$ cat src/rtl/fetch_unit_pkg.sv
// Shared types and constants for the instruction fetch stage.
package fetch_unit_pkg;

    localparam int unsigned XLEN = 32;

    localparam logic [XLEN-1:0] RESET_PC_DEFAULT = 32'h0000_0000;
    localparam logic [XLEN-1:0] PC_INC           = 32'd4;
    localparam logic [XLEN-1:0] NOP_INSTR        = 32'h0000_0013;

    // One buffered fetch: instruction word plus the address it came from.
    typedef struct packed {
        logic [XLEN-1:0] pc;
        logic [XLEN-1:0] instr;
    } fetch_entry_t;

    // Force an address onto a word boundary.
    function automatic logic [XLEN-1:0] align_word(input logic [XLEN-1:0] addr);
        return {addr[XLEN-1:2], 2'b00};
    endfunction

endpackage

$ cat src/rtl/fetch_fifo.sv
// Small synchronous FIFO of {pc, instr} entries with flush; no bypass path.
module fetch_fifo
    import fetch_unit_pkg::*;
#(
    parameter int unsigned DEPTH = 2,
    localparam int unsigned PTR_W = (DEPTH > 1) ? $clog2(DEPTH) : 1,
    localparam int unsigned CNT_W = $clog2(DEPTH) + 1
) (
    input  logic               clk,
    input  logic               rst,
    input  logic               push,
    input  fetch_entry_t       push_data,
    input  logic               pop,
    input  logic               flush,
    output fetch_entry_t       head_c,
    output logic [CNT_W-1:0]   count,
    output logic               full_c,
    output logic               empty_c
);

    fetch_entry_t     mem [DEPTH];
    logic [PTR_W-1:0] rd_ptr;
    logic [PTR_W-1:0] wr_ptr;
    logic             do_pop;

    assign empty_c = (count == '0);
    assign full_c  = (count == CNT_W'(DEPTH));
    assign do_pop  = pop && !empty_c;
    assign head_c  = mem[rd_ptr];

    // Storage and pointers; pointers wrap naturally since DEPTH is a power of two.
    always_ff @(posedge clk or posedge rst) begin
        if (rst) begin
            rd_ptr <= '0;
            wr_ptr <= '0;
            count  <= '0;
            for (int unsigned i = 0; i < DEPTH; i++) begin
                mem[i] <= '0;
            end
        end else if (flush) begin
            rd_ptr <= '0;
            wr_ptr <= '0;
            count  <= '0;
        end else begin
            if (push) begin
                mem[wr_ptr] <= push_data;
                wr_ptr      <= wr_ptr + PTR_W'(1);
            end
            if (do_pop) begin
                rd_ptr <= rd_ptr + PTR_W'(1);
            end
            count <= count + CNT_W'(push) - CNT_W'(do_pop);
        end
    end

    // A push that finds no free slot would overwrite a live entry.
    assert property (@(posedge clk) disable iff (rst)
        !(push && full_c && !do_pop && !flush));

endmodule

$ cat src/rtl/fetch_unit.sv
// Instruction fetch stage: PC, credit-limited memory requests, response buffer, redirects.
module fetch_unit
    import fetch_unit_pkg::*;
#(
    parameter logic [XLEN-1:0] RESET_PC   = RESET_PC_DEFAULT,
    parameter int unsigned     FIFO_DEPTH = 2
) (
    input  logic            clk,
    input  logic            rst,
    input  logic            redirect_valid,
    input  logic [XLEN-1:0] redirect_pc,
    output logic            imem_req,
    output logic [XLEN-1:0] imem_addr,
    input  logic            imem_gnt,
    input  logic            imem_rvalid,
    input  logic [XLEN-1:0] imem_rdata,
    output logic            instr_valid,
    output logic [XLEN-1:0] instr,
    output logic [XLEN-1:0] instr_pc,
    input  logic            instr_ready
);

    localparam int unsigned CNT_W = $clog2(FIFO_DEPTH) + 1;
    localparam int unsigned SUM_W = CNT_W + 1;

    logic [XLEN-1:0]  pc;
    logic [XLEN-1:0]  resp_pc;
    logic [XLEN-1:0]  redirect_target;
    logic [CNT_W-1:0] outstanding;
    logic [CNT_W-1:0] discard;
    logic [CNT_W-1:0] fifo_count;
    logic [SUM_W-1:0] credit_used;
    logic             fifo_full;
    logic             fifo_empty;
    logic             grant;
    logic             push;
    logic             pop;
    fetch_entry_t     push_entry;
    fetch_entry_t     head;

    // Requests are capped so every in-flight word is guaranteed a buffer slot.
    assign credit_used     = SUM_W'(outstanding) + SUM_W'(fifo_count);
    assign imem_req        = !rst && !redirect_valid && (credit_used < SUM_W'(FIFO_DEPTH));
    assign imem_addr       = pc;
    assign grant           = imem_req && imem_gnt;
    assign redirect_target = align_word(redirect_pc);

    // Responses still owed to a flushed stream are dropped; a redirect drops this cycle's too.
    assign push       = imem_rvalid && (discard == '0) && !redirect_valid;
    assign pop        = instr_valid && instr_ready && !redirect_valid;
    assign push_entry = '{pc: resp_pc, instr: imem_rdata};

    assign instr_valid = !fifo_empty;
    assign instr       = head.instr;
    assign instr_pc    = head.pc;

    // PC, response-address tracker and in-flight/discard counters.
    // Kept responses are always sequential from the last reset or redirect,
    // so a single running address stands in for a per-request tag queue.
    always_ff @(posedge clk or posedge rst) begin
        if (rst) begin
            pc          <= RESET_PC;
            resp_pc     <= RESET_PC;
            outstanding <= '0;
            discard     <= '0;
        end else begin
            outstanding <= outstanding + CNT_W'(grant) - CNT_W'(imem_rvalid);
            if (redirect_valid) begin
                pc      <= redirect_target;
                resp_pc <= redirect_target;
                discard <= outstanding - CNT_W'(imem_rvalid);
            end else begin
                if (grant) begin
                    pc <= pc + PC_INC;
                end
                if (push) begin
                    resp_pc <= resp_pc + PC_INC;
                end
                if (imem_rvalid && (discard != '0)) begin
                    discard <= discard - CNT_W'(1);
                end
            end
        end
    end

    fetch_fifo #(
        .DEPTH (FIFO_DEPTH)
    ) u_fifo (
        .clk       (clk),
        .rst       (rst),
        .push      (push),
        .push_data (push_entry),
        .pop       (pop),
        .flush     (redirect_valid),
        .head_c    (head),
        .count     (fifo_count),
        .full_c    (fifo_full),
        .empty_c   (fifo_empty)
    );

    // The credit cap must make an overflowing push impossible.
    assert property (@(posedge clk) disable iff (rst)
        !(push && fifo_full && !pop));

endmodule

$ cat config.mk
export PLATFORM = sky130hd
export DESIGN_NAME = fetch_unit
export DESIGN_NICKNAME = d
export VERILOG_FILES = /design/src/rtl/fetch_unit_pkg.sv /design/src/rtl/fetch_fifo.sv /design/src/rtl/fetch_unit.sv
export SDC_FILE = /design/constraint.sdc
export NUM_CORES = 1
export LEC_CHECK = 0
export CAP_MARGIN = 20
export CORE_MARGIN = 8
export CORE_UTILIZATION = 30
export DETAILED_ROUTE_END_ITERATION = 6
export PLACE_DENSITY = 0.51
export REMOVE_ABC_BUFFERS = 1
export SLEW_MARGIN = 0
export SYNTH_ARGS = -nofsm -noshare
export SYNTH_HDL_FRONTEND = slang
export SYNTH_SLANG_ARGS = --single-unit
$ cat constraint.sdc
create_clock -name clk -period 9.65 [get_ports clk]
set_input_delay 1.4475 -clock clk [delete_from_list [all_inputs] [get_ports clk]]
set_output_delay 1.4475 -clock clk [all_outputs]
set_load 0.02 [all_outputs]
== After elaboration in Yosys (flattened, before gate mapping) ==
Cells that the tools add are included.

* $add $sub $neg: 11
* Magnitude comparators: 4
* Multiplexer cells: 17
* Bitwise operators: 3
* Reduce and logical (&&, ||, !) cells: 21

{| class="wikitable"
|+ Operators with widths
! kind !! number
|-
| $mux W64 || 4
|-
| $bwmux W128 || 1
|-
| $mux W32 || 4
|-
| $add A32 B3 Y32 const B || 2
|-
| $demux W64 S1 || 1
|-
| $logic_and A1 B1 Y1 || 10
|-
| $reduce_bool A2 Y1 || 5
|-
| $mux W2 || 3
|-
| $sub A2 B1 Y2 || 3
|-
| $add A2 B1 Y2 || 2
|-
| $ge A2 B2 Y1 const B || 2
|-
| $logic_not A2 Y1 || 2
|-
| $mux W1 || 4
|-
| $not A1 Y2 || 2
|-
| $add A2 B2 Y3 || 1
|-
| $logic_not A1 Y1 || 3
|-
| $lt A3 B2 Y1 const B || 1
|-
| $add A1 B1 Y1 const B || 2
|-
| $lt A2 B1 Y1 const B || 1
|-
| $reduce_and A2 Y1 || 1
|-
| $sub A2 B1 Y2 const B || 1
|-
| $not A1 Y1 || 1
|}

* Flip-flop bits (word level): 200
* Input bits: 70
* Output and inout bits: 98

== Longest topological paths before layout ==
Gate-level depths: netlist (run 1).

* Depth in word-level cells: 7
* Depth in mapped cells: 12
* Mapped depth without buffers: 11

== Hierarchy ==
Synthesis (run 1) repeated with hierarchy kept, for this count alone.

* Cell total of the unflattened synthesis: 770
* Area, all modules: 9751.9 sq um

{| class="wikitable"
|+ By module, submodules not included
! module !! times used !! cells an instance !! area an instance (sq um) !! sequential area each (sq um)
|-
| fetch_fifo || 1 || 363 || 6080.8 || 3303.2
|-
| fetch_unit || 1 || 407 || 3671.0 || 1601.5
|}

== Least setup slack after synthesis (run 1) ==
Ideal clock, no wire load.

* Path kind: input -> output
* Start point: in redirect_valid
* End point: out imem_req
* Arrival time: 2.134 ns
* Data required time: 8.203 ns
* Path slack: 6.069 ns
* Stages on the path: 2
* Buffers on the path: 0
* Cells stage by stage: or3_4 > nor2_1

* Word-level cells in the longest chain between the ends: 3

{| class="wikitable"
|+ Ends and longest elaborated chain
! what !! RTL line !! text
|-
| start, declared || fetch_unit.sv:10 || <nowiki>input logic redirect_valid,</nowiki>
|-
| $logic_not A1 Y1 || fetch_unit.sv:43 || <nowiki>assign imem_req = !rst && !redirect_valid && (credit_used < SUM_W'(FIFO_DEPTH));</nowiki>
|-
| $logic_and A1 B1 Y1 (2 in a row) || fetch_unit.sv:43 ||
|-
| end, declared || fetch_unit.sv:12 || <nowiki>output logic imem_req,</nowiki>
|}

No other way between the ends.

== Worst setup path after layout (run 1) ==
Ends and elaborated chain as after synthesis.

==> impl_results.md, run 1 <==
* Max-cap violation count at 0
* Pleak at slightly below 5 nW
* H-tree levels at 4
* Drt pass-1 iters at 4
* Row count at 64
* Leading area contributor after synthesis: dfrtp_1
* Hold path endpoint: u_fifo.mem[41]
* Top Ports at ~170
* Highest fanout seen on the critical path at 48
* Clock sinks at between 150 and 200
* Via density at 4.82
* Sw frac at between 30% and 40%
* Max-slew headroom at the worst pin at a little under a third
* CP endpoint kind: output pin
* Post-synth cell types at 51
* Reg-to-Reg Start: outstanding[0]
* Seq cells post-synth at around 190
* Non-filler cells, final at about 1300
* Warnings from Yosys at 0
* Count leader, synth: mux2_2
* Comb power frac at about 37%
* Seq/Total Area, Yosys at a little over half
* CTS tree: yes
* Internal power at between 2 and 2.5 mW
* Skew-Pair Late Insertion Delay at between 0.4 and 0.5 ns
* First-pass GRT wire length at 39.6 mm
* Power Density at around 280 nW/µm²
* Layout Nets at ~1000
* Sum of negative setup slack at 0 ns
* # hold bufs at CTS at 0
* Post-CTS Setup Inserts at 0
* CP max stage delay at around 0.64 ns
* Post-synth EDFFs at 0
* Fraction of layout cells with a size suffix above 1 at about 28%
* Avg Synthesized Cell Area at 12.4 µm²
* Largest delay share family, worst path: buffers and inverters
* Largest vdd supply drop at 0.117 mV
* Num CTS Buffers at 17
* Die extent in x at between 150 and 200 µm
* Placed cell count at 1270
* Switching pwr at 1.08 mW
* WHS at 0.475 ns
* Antenna diodes at 0
* Placer Congestion at around 0.75
* Total GRT Usage at 13.9%
* CP required at 8.20 ns
* Clk_skew at about 0.015 ns
* Crit path DAT at 3.09 ns
* CTS resizes at 0
* CTS root buffer: clkbuf_16
* Hold Startpoint: u_fifo.mem[41]
* Clk buf depth at 2
* Starting Density at between 30 and 40%
* Post-synth top area share at about 52%
* RSZ-0062 raised after global routing: false
* FF-to-FF End: imem_addr[25]
* Post-detail-place hpwl at about 17 mm
* Tightest Pin Transition at about 1.0 ns
* Clock Power Share at approximately 25%
* Status: completed
* Via count at around 6300
* Critical Path, Cell by Cell: buf_2 > buf_4 > or3_4 > nor2_1 > clkdlybuf4s50_1
* Overflow after GRT at 0
* Final Hold Viols at 0
* Largest net degree at the start of global routing at 121
* Final Util at between 30 and 40%
* Fin crit period at approximately 4.5 ns
* Post-synthesis async set-or-reset flop share at between 90% and 100%
* DRC at 0
* DRT antenna net count at 0
* Final setup fails at 0
* Core area at 30400 µm²
* R2R cell count at 9
* Drt total wl at approximately 25 mm
* Vias in the first global route at around 6600
* Cells after Synth at 741
* Critical path origin: redirect_valid
* Worst Path Class, Setup: primary input to output pin
* Initial antenna violation count at 0
* Top_reg_cell synth: dfrtp_1
* Worst hold path type: register to register
* Final Cycle Share at a little under half
* Final slew viol count at 0
* Dominant cells by area after synthesis: dfrtp_1 52%, mux2_2 25%, xnor2_1 2.8%
* Die Area at about 37000 µm²
* P&R area growth vs syn at 29.7%
* Flop2flop setup slack at 6.43 ns
* Highest Clock Rate at between 0.2 and 0.25 GHz
* DR WL/cell at ~19 µm
* Crit path launch type: primary input
* 1st-iter DRT viols at about 230
* Die Ht at approximately 190 µm
* Synthesized cell area at between 9000 and 10000 µm²
* Post-synth top cells: 202 x mux2_2, 192 x dfrtp_1, 46 x nand2_1
* Port Buf Inserts at roughly 160
* Sequential share of power at 37.7%
* Worst-path clk slew at around 0.08 ns
* Buf+Inv Stages, Crit Path at 3
* CP max-delay cell: clkdlybuf4s50_1
* Worst hold stages at 2
layout make-up:
class                           count  area [µm²]
Clock buffer                       19         453
Clock inverter                     13         246
Fill cell                        2959       18500
Inverter                           17        71.3
Multi-Input combinational cell    499        4230
Sequential cell                   192        4810
Tap cell                          396         495
Timing Repair Buffer              166        1640
sequential cells by signal (all words and copies together), names as in the netlist:
name and count:
discard 2, imem_addr 30, outstanding 2, resp_pc 30
u_fifo.count 2, u_fifo.mem 124, u_fifo.rd_ptr 1, u_fifo.wr_ptr 1
through the flow:
step	cell area [µm²]	power [mW]	worst slack [ns]
final	12000	3.38	5.11
after global routing	12000	3.58	5.05
after CTS	12000	3.44	5.11
after detailed placement	11300	2.58	5.12
after global placement	11300	2.56	5.12
after floorplan	9070	2.04	2.98
cell families after synthesis:
family	after synthesis	share of synthesized area (%)
compound gates	57	4.00
xor+xnor	51	4.85
fa+ha+maj	9	1.30
buf+inv	53	2.39
flops	192	52.1
mux	205	25.0
other cells	1	0.0407
simple gates	173	10.3
how the worst max path moves through the flow:
stage,end,slack (ns),depth (start not counted)
floorplan,discard[0],2.98,1
global placement,imem_req,5.12,5
detailed placement,imem_req,5.12,5
CTS,imem_req,5.11,5
global route,imem_req,5.05,5
finish,imem_req,5.11,5
cell usage in the layout, fill, tap and decap left out, types with 5 or more instances in the layout:
cell type / n
xnor2_1: 29
mux2_2: 202
nor2_1: 24
o211ai_1: 7
clkbuf_16: 17
a21oi_1: 6
ha_1: 8
nor3_1: 7
o311ai_0: 5
buf_4: 5
clkdlybuf4s50_1: 160
bufinv_16: 6
nand3_1: 24
and2_1: 6
inv_1: 15
xor2_1: 22
and3_1: 8
and4_1: 5
a21boi_0: 5
o21ai_0: 22
nand2b_1: 5
nand4_1: 22
nand2_1: 45
dfrtp_1: 191
layer usage:
layer,vias up,global-route usage (%),routed length (µm)
li1,2950,-,-
met1,3182,19.0,12100
met2,124,22.0,11500
met3,18,3.41,1220
met4,0,3.23,225
met5,-,0,0
worst register-to-register path: stages, from the launching register on:
cell and delay (ns):
dfrtp_1 0.35, inv_1 0.05, nor2_1 0.14, fa_1 0.47, or3_4 0.42, nor2_2 0.38
inv_1 0.35, nor4_1 0.53, xor2_1 0.12, mux2_2 0.29
power by group through the flow:
stage	clock network, mW	registers [mW]	logic [mW]
after global routing	0.901	1.32	1.36
after CTS	0.871	1.28	1.29
after floorplan	0	1.25	0.788
after detailed placement	0	1.29	1.28
final	0.846	1.28	1.26
after global placement	0	1.29	1.27
(Power assumes the default switching activity.)
==> inputs of run 2 (changes only) <==
clock period = 4.5 ns   (was 9.65 ns; I/O delays follow)
==> run 2 against run 1 <==
First-iteration DRC count is 20% higher. Highest routed layer unchanged. Count of clock-buffer cells in the layout is 1 lower. Critical path type is now register to output pin. Global-route usage is 0.14 points higher. Critical endpoint unchanged.
==> impl_results.md, run 2 (same netlist as run 1, synthesis figures left out) <==
* Skew-Pair Late Insertion Delay at about 0.43 ns
* CTS tree: yes
* Top Ports at about 170
* Max-slew headroom at the worst pin at about 31%
* Post-detail-place hpwl at between 15 and 20 mm
* Register with the most flip-flops: u_fifo.mem
* Worst Path Class, Setup: register to output pin
* DRC at 0
* Total power at 6.90 mW
* Worst-path clk slew at 0.08 ns
* Placer Congestion at roughly 0.77
* Largest register FFs at 124
* Vias in the first global route at approximately 6600
* Final setup fails at 0
* Status: completed
* Crit path DAT at roughly 2.6 ns
* Via density at a little under 5
* Final Util at approximately 39%
* R2R cell count at 9
* Clk buf depth at 2
* Final slew viol count at 0
* Hold Startpoint: u_fifo.mem[41]
* Crit path launch type: register
* Die extent in x at between 150 and 200 µm
* First-pass GRT wire length at about 40 mm
* Drt total wl at 25.1 mm
* Antenna diodes at 0
* Pleak at ~4.9 nW
* Fraction of layout cells with a size suffix above 1 at around 29%
* Clock sinks at 192
* Final Hold Viols at 0
* Clk_skew at ~0.015 ns
* Highest Clock Rate at just over 0.3 GHz
* Internal power at ~4.6 mW
* Sw frac at 33.4%
* Switching pwr at 2.30 mW
* Row count at 64
* Largest vdd supply drop at ~0.24 mV
* RSZ-0062 raised after global routing: false
* Worst hold stages at 2
* CTS root buffer: clkbuf_16
* CTS resizes at 0
* Port Buf Inserts at 161
* Layout Nets at 976
* Clock Power Share at a little over a fifth
* Comb power frac at approximately two fifths
* Total GRT Usage at about 14%
* Final Cycle Share at 72.8%
* Flop2flop setup slack at 1.32 ns
* Sequential share of power at between 30% and 40%
* Grt peak-use layer: met2
* FF-to-FF End: imem_addr[25]
* DR WL/cell at 19.3 µm
* Most common cell after layout, fill and taps aside: mux2_2
* Met1 Use GR at roughly 19%
* Fin crit period at approximately 3.3 ns
* Die Ht at between 150 and 200 µm
* Reg-to-Reg Start: outstanding[0]
* Critical path origin: outstanding[0]
* Starting Density at 30.3%
* Max-cap violation count at 0
* Overflow after GRT at 0
* Highest fanout seen on the critical path at 4
* H-tree levels at 4
* Most frequent cells in the layout: 202 x mux2_2, 191 x dfrtp_1, 160 x clkdlybuf4s50_1
* # hold bufs at CTS at 0
* Initial antenna violation count at 0
* 1st-iter DRT viols at approximately 270
* Post-CTS Setup Inserts at 0
* M3 GR Usage at ~3.4%
* Die Area at 36600 µm²
* DRT antenna net count at 0
* CP required at 3.83 ns
* Via count at roughly 6300
* Power Density at just under 600 nW/µm²
* Largest net degree at the start of global routing at 106
* Drt pass-1 iters at 4
* Final instance area at around 12000 µm²
* Worst hold path type: register to register
* Met2 Use GR at a little over a fifth
* P&R area growth vs syn at 28.4%
* Hold path endpoint: u_fifo.mem[41]
* CP endpoint kind: output pin
* Core area at 30400 µm²
* Tightest Pin Transition at ~1.0 ns
* Num CTS Buffers at 17
* Dpl cell area at ~11000 µm²
==> run 2: worst max-delay path by stage <==
stage                     to  slack [ns]  cells after the start
5_1_grt             imem_req        1.08                      6
4_1_cts         instr_pc[20]        1.19                      2
3_3_place_gp   imem_addr[25]        1.21                      7
3_5_place_dp   imem_addr[25]        1.21                      7
2_1_floorplan     discard[0]       -1.40                      1
6_report            imem_req        1.22                      6
==> run 2: power groups by stage <==
stage / clock network (mW) / registers, mW / logic, mW
global placement: 0 / 2.76 / 2.74
detailed placement: 0 / 2.78 / 2.76
finish: 1.45 / 2.74 / 2.71
CTS: 1.51 / 2.74 / 2.78
floorplan: 0 / 2.68 / 1.69
global route: 1.58 / 2.84 / 2.92
==> run 2: metrics by stage <==
step	setup WS, ns	TNS [ns]	std cells	hold WS, ns
2_1_floorplan	-1.40	-269.22	708	0.444
3_3_place_gp	1.21	0	1274	0.457
6_report	1.22	0	1304	0.476
3_5_place_dp	1.21	0	1274	0.465
5_1_grt	1.08	0	1304	0.516
4_1_cts	1.19	0	1304	0.485
==> run 2: worst max-delay path, stage by stage (launching register included) <==
cell	delay [ns]
dfrtp_1	0.35
inv_1	0.06
nor2_1	0.13
fa_1	0.46
or3_4	0.43
nor2_1	0.11
clkdlybuf4s50_1	0.62
==> run 2: area by class of cell <==
class | instances | area, µm²
clock buffer | 18 | 439
multi-input combinational | 499 | 4230
inverter | 17 | 71.3
timing repair buffer | 170 | 1690
clock inverter | 12 | 106
sequential | 192 | 4810
tap | 396 | 495
fill | 2958 | 18600
==> run 2: routing by layer <==
layer,vias to the layer above,wire [µm]
met5,-,0
met4,0,362
met3,16,1270
met2,126,11500
met1,3168,12000
li1,2966,-
